## config.mk

```make
export PLATFORM = sky130hd
export DESIGN_NAME = dp_sequencer
export DESIGN_NICKNAME = d
export VERILOG_FILES = /design/src/rtl/dp_seq_pkg.sv /design/src/rtl/dp_seq_decode.sv /design/src/rtl/dp_sequencer.sv
export SDC_FILE = /design/constraint.sdc
export NUM_CORES = 1
export LEC_CHECK = 0
export BUFFER_PORTS_ARGS = -buffer_cell sky130_fd_sc_hd__buf_2
export CORE_ASPECT_RATIO = 0.9
export CORE_MARGIN = 4
export CORE_UTILIZATION = 49
export CTS_CLUSTER_SIZE = 40
export DETAILED_ROUTE_END_ITERATION = 12
export GPL_ROUTABILITY_DRIVEN = 0
export GPL_TIMING_DRIVEN = 0
export PLACE_DENSITY = 0.86
export SLEW_MARGIN = 20
export SYNTH_ARGS = -nofsm -noshare
export SYNTH_HDL_FRONTEND = slang
export SYNTH_SLANG_ARGS = --single-unit
export TNS_END_PERCENT = 5
```

## constraint.sdc

```tcl
create_clock -name CLK -period 2.6 [get_ports CLK]
set_clock_uncertainty 0.05 [all_clocks]
set_input_delay 0.13 -clock CLK [delete_from_list [all_inputs] [get_ports CLK]]
set_output_delay 0.13 -clock CLK [all_outputs]
set_load 0.01 [all_outputs]
```

## src/rtl/dp_seq_pkg.sv

```systemverilog
// dp_seq_pkg: shared opcodes, register indices and state encoding for the
// Fibonacci datapath sequencer.
package dp_seq_pkg;
    localparam logic [2:0] OP_ADD   = 3'b000;
    localparam logic [2:0] OP_SUB   = 3'b001;
    localparam logic [2:0] OP_PASSA = 3'b010;
    localparam logic [2:0] OP_DEC   = 3'b011;
    localparam logic [2:0] OP_CLR   = 3'b100;
    localparam logic [2:0] OP_INC   = 3'b101;

    localparam int R0 = 0;
    localparam int R1 = 1;
    localparam int R2 = 2;
    localparam int R3 = 3;

    typedef enum logic [3:0] {
        S_IDLE, S_LDN, S_CLR0, S_INC1, S_TEST,
        S_ADD, S_MV0, S_MV1, S_DEC, S_FIN
    } state_t;
endpackage

```

## src/rtl/dp_seq_decode.sv

```systemverilog
// dp_seq_decode: pure state-to-control-word decoder for dp_sequencer.
module dp_seq_decode import dp_seq_pkg::*; #(
    parameter int OPW = 3,
    parameter int AW  = 2
) (
    input  state_t           state,
    output logic [OPW-1:0]   alu_opcode,
    output logic [AW-1:0]    rd_addr1,
    output logic [AW-1:0]    rd_addr2,
    output logic [AW-1:0]    wrt_addr,
    output logic             wrt_en,
    output logic             load_data,
    output logic             busy,
    output logic             done
);
    always_comb begin
        alu_opcode = '0;
        rd_addr1   = '0;
        rd_addr2   = '0;
        wrt_addr   = '0;
        wrt_en     = 1'b0;
        load_data  = 1'b0;
        case (state)
            S_LDN: begin
                load_data = 1'b1;
                wrt_en    = 1'b1;
                wrt_addr  = AW'(R3);
            end
            S_CLR0: begin
                alu_opcode = OPW'(OP_CLR);
                wrt_en     = 1'b1;
                wrt_addr   = AW'(R0);
            end
            S_INC1: begin
                alu_opcode = OPW'(OP_INC);
                rd_addr1   = AW'(R0);
                wrt_en     = 1'b1;
                wrt_addr   = AW'(R1);
            end
            S_TEST: begin
                alu_opcode = OPW'(OP_PASSA);
                rd_addr1   = AW'(R3);
            end
            S_ADD: begin
                alu_opcode = OPW'(OP_ADD);
                rd_addr1   = AW'(R0);
                rd_addr2   = AW'(R1);
                wrt_en     = 1'b1;
                wrt_addr   = AW'(R2);
            end
            S_MV0: begin
                alu_opcode = OPW'(OP_PASSA);
                rd_addr1   = AW'(R1);
                wrt_en     = 1'b1;
                wrt_addr   = AW'(R0);
            end
            S_MV1: begin
                alu_opcode = OPW'(OP_PASSA);
                rd_addr1   = AW'(R2);
                wrt_en     = 1'b1;
                wrt_addr   = AW'(R1);
            end
            S_DEC: begin
                alu_opcode = OPW'(OP_DEC);
                rd_addr1   = AW'(R3);
                wrt_en     = 1'b1;
                wrt_addr   = AW'(R3);
            end
            default: ;
        endcase
    end

    assign busy = state != S_IDLE;
    assign done = state == S_FIN;
endmodule

```

## src/rtl/dp_sequencer.sv

```systemverilog
// dp_sequencer: control FSM computing fib(N) on an external ALU/register file.
// Optional cancel input enabled by defining DP_SEQ_ABORT_EN.
module dp_sequencer import dp_seq_pkg::*; #(
    parameter int OPW = 3,
    parameter int AW  = 2,
    parameter int CW  = 8
) (
    input  logic             CLK,
    input  logic             RST,
    input  logic             START,
    input  logic             ZERO_FLAG,
`ifdef DP_SEQ_ABORT_EN
    input  logic             ABORT,
`endif
    output logic [OPW-1:0]   alu_opcode,
    output logic [AW-1:0]    rd_addr1,
    output logic [AW-1:0]    rd_addr2,
    output logic [AW-1:0]    wrt_addr,
    output logic             wrt_en,
    output logic             load_data,
    output logic             BUSY,
    output logic             DONE,
    output logic [CW-1:0]    iter_cnt
);
    state_t state, next;
    logic   dec_wrt_en;
    logic   abort;

`ifdef DP_SEQ_ABORT_EN
    assign abort  = ABORT && state != S_IDLE;
    assign wrt_en = dec_wrt_en && !ABORT;
`else
    assign abort  = 1'b0;
    assign wrt_en = dec_wrt_en;
`endif

    always_ff @(posedge CLK or posedge RST) begin
        if (RST)
            state <= S_IDLE;
        else
            state <= next;
    end

    always_comb begin
        next = state;
        case (state)
            S_IDLE: next = START ? S_LDN : S_IDLE;
            S_LDN:  next = S_CLR0;
            S_CLR0: next = S_INC1;
            S_INC1: next = S_TEST;
            S_TEST: next = ZERO_FLAG ? S_FIN : S_ADD;
            S_ADD:  next = S_MV0;
            S_MV0:  next = S_MV1;
            S_MV1:  next = S_DEC;
            S_DEC:  next = ZERO_FLAG ? S_FIN : S_ADD;
            default: next = S_IDLE;
        endcase
        if (abort)
            next = S_IDLE;
    end

    // Only a non-aborted DEC exit counts as a completed iteration.
    always_ff @(posedge CLK or posedge RST) begin
        if (RST)
            iter_cnt <= '0;
        else if (next == S_LDN)
            iter_cnt <= '0;
        else if (state == S_DEC && next != S_IDLE)
            iter_cnt <= iter_cnt + CW'(1);
    end

    dp_seq_decode #(.OPW(OPW), .AW(AW)) u_decode (
        .state      (state),
        .alu_opcode (alu_opcode),
        .rd_addr1   (rd_addr1),
        .rd_addr2   (rd_addr2),
        .wrt_addr   (wrt_addr),
        .wrt_en     (dec_wrt_en),
        .load_data  (load_data),
        .busy       (BUSY),
        .done       (DONE)
    );
endmodule

```

==> results.yml <==
status:
  outcome: "finished clean"
sta:
  fin_tns_setup_ps: 0
  rsz0062_at_grt: "false"
  fmax_mhz: 514
  maxSlewViolCount: 0
  setup_viol: 0
  fin_crit_ps: 1950
  finalHoldViolations: 0
  whs_ps: 76.6
  max-slew-margin-rel: 0.375
  tightest_slew_ps: 925
  post-route-period-util: 0.748
power:
  p_leak_nw: 0.479
  max-vdd-ir-drop_mv: 0.624
  power_density_nw_per_um2: 1130
clock_network:
  cts_resized: 0
  clk-insertion-delay-late_ps: 270
  cts_tree: "done"
  cts_buffer_depth: 2
  cts_made_buffers: 3
  clkTransAtPathRegs_ps: 70
  holdBufCountCts: 1
  htreeDepth: 1
  clock-sinks: 12
  cts_setup_buffers: 0
  root_buffer: "clkbuf_4"
floorplanning:
  rows: 13
  initial_utilization: 0.533
  coreArea_um2: 1480
  fp.dieW_um: 50.3
  die_h_um: 46.1
  pin_count: 25
  dieArea_um2: 2320
setup_path:
  rrSetupSlack_ps: 650
  crit_path_start_kind: "flop"
  worstRegToRegCells: 5
  arrival_ps: 2100
  reg2reg_to: "iter_cnt[6]"
  endpoint_kind: "flop"
  critPathKind: "reg2reg"
  r2r_start: "state[2]"
  cp_max_fo: 10
  cp.required_ps: 2760
synth:
  syn-num-nets: 101
  synth_edf_count: 0
  postSynth.asyncResetShare: 1.00
  ys_ff_latch: 12
  syn_avg_cell_area_um2: 8.21
  netlist_area_um2: 788
  synth_warnings: 0
  synth-main-ff-cell: "dfrtp_1"
  synth-seq-area-share: 0.381
  syn_inst: 96
  ys_types: 34
routing:
  drt-initial-drc-count: 29
  dr.pass1.iters: 4
  antenna_left: 0
  wire_per_inst_um: 13.1
  vias: 836
  drcViolationCount: 0
  wl_um: 1910
  routed_via_density: 5.73
global_route:
  grtUsageTotal: 0.183
  grt_pass1_vias: 728
  grt_max_degree: 13
  antenna_found_initial: 0
  grt_pass1_wl_um: 3180
  grt.overflow.total: 0
layout:
  fill_cells: 120
  final_cell_mix: "buf_2 (24), o21ai_0 (12), dfrtp_1 (12), nand3_1 (7), nand2_1 (7)"
  syn_to_final_growth_pct: 24.0
  antenna_cells: 0
  nNetsFinal: 130
  drive_above_1_share: 0.250
  mostFrequentLayoutCell: "buf_2"
min_path:
  hold_path_end: "state[3]"
  hold_depth: 3
  worstHoldStart: "ZERO_FLAG"
  worst_hold_path_type: "in2reg"
placement:
  hpwl_um: 1380
  io_buffer_count: 23
job:
  drv_cap: 0
[layer usage]
metal	global-route usage	up-vias	wire [µm]
met4	0.0387	0	7
met1	0.225	405	821
met5	0	-	0
li1	-	402	-
met2	0.313	27	954
met3	0.0615	2	122
[cell usage after synthesis (2+ instances only)]
library cell / count / area (µm²)
or4_1: 3 / 22.5
or4b_1: 2 / 20.0
o211ai_1: 3 / 22.5
nor3b_1: 2 / 15.0
a21oi_1: 2 / 10.0
nor2_1: 6 / 22.5
inv_1: 4 / 15.0
o21ai_0: 12 / 60.1
a211oi_1: 2 / 15.0
nand2_1: 7 / 26.3
nand3_1: 7 / 35.0
nand2b_1: 4 / 25.0
nor2b_1: 5 / 31.3
clkbuf_1: 4 / 15.0
dfrtp_1: 12 / 300
a211o_1: 2 / 17.5
nor3_1: 2 / 10.0
[worst max-delay path by stage]
stage                  start          end  slack (ps)  cells after the start
floorplan           state[2]  iter_cnt[6]         770                      5
global placement    state[2]  iter_cnt[6]         720                      5
detailed placement  state[2]  iter_cnt[6]         670                      5
CTS                 state[2]  iter_cnt[6]         650                      5
global route        state[3]  iter_cnt[6]         520                      4
finish              state[2]  iter_cnt[6]         650                      5
[sequential cells by signal (all words and copies together), names as in the netlist]
name / cells
iter_cnt: 8
state: 4
[kinds of logic after synthesis]
group | share of synthesized area
AOI/OAI and AO/OA | 0.203
xor gates and xnor gates | 0.0111
adders and majority gates | 0.0159
buffers and inverters | 0.0730
DFF | 0.381
muxes | 0.0127
other | 0.00476
and+or+nand+nor | 0.298
[final cells by class]
class / count / area [µm²] / share of cell area
multi-input cells: 72 / 430 / 0.440
flip-flops and latches: 12 / 300 / 0.307
repair buffers: 24 / 125 / 0.128
plain buffers: 8 / 42.5 / 0.0435
clock buffers: 4 / 36.3 / 0.0371
well taps: 22 / 27.5 / 0.0282
inverters: 4 / 15.0 / 0.0154
[through the flow]
step	setup WS [ps]	area (µm²)	instances	util	total power [W]
3_3_place_gp	717	931	141	0.629	0.000931
2_1_floorplan	770	788	96	-	0.000736
3_5_place_dp	669	931	141	0.629	0.000959
4_1_cts	653	977	146	0.660	0.00111
6_report	654	977	146	0.660	0.00111
5_1_grt	522	977	146	0.660	0.00121
[critical path: stages (launching register included)]
cell	delay (ps)
dfrtp_1	390
buf_6	140
or4b_1	500
buf_2	190
or4_1	510
nand3_1	100
[power breakdown]
| part | switching [W] | leakage [nW] | internal [W] | total (W) |
|---|---|---|---|---|
| Combinational | 0.000383 | 0.298 | 0.000259 | 0.000643 |
| Clock | 0.0000593 | 0.0210 | 0.0000851 | 0.000144 |
| Sequential | 0.0000670 | 0.160 | 0.000251 | 0.000318 |
Power figures use the tool's default switching activity.
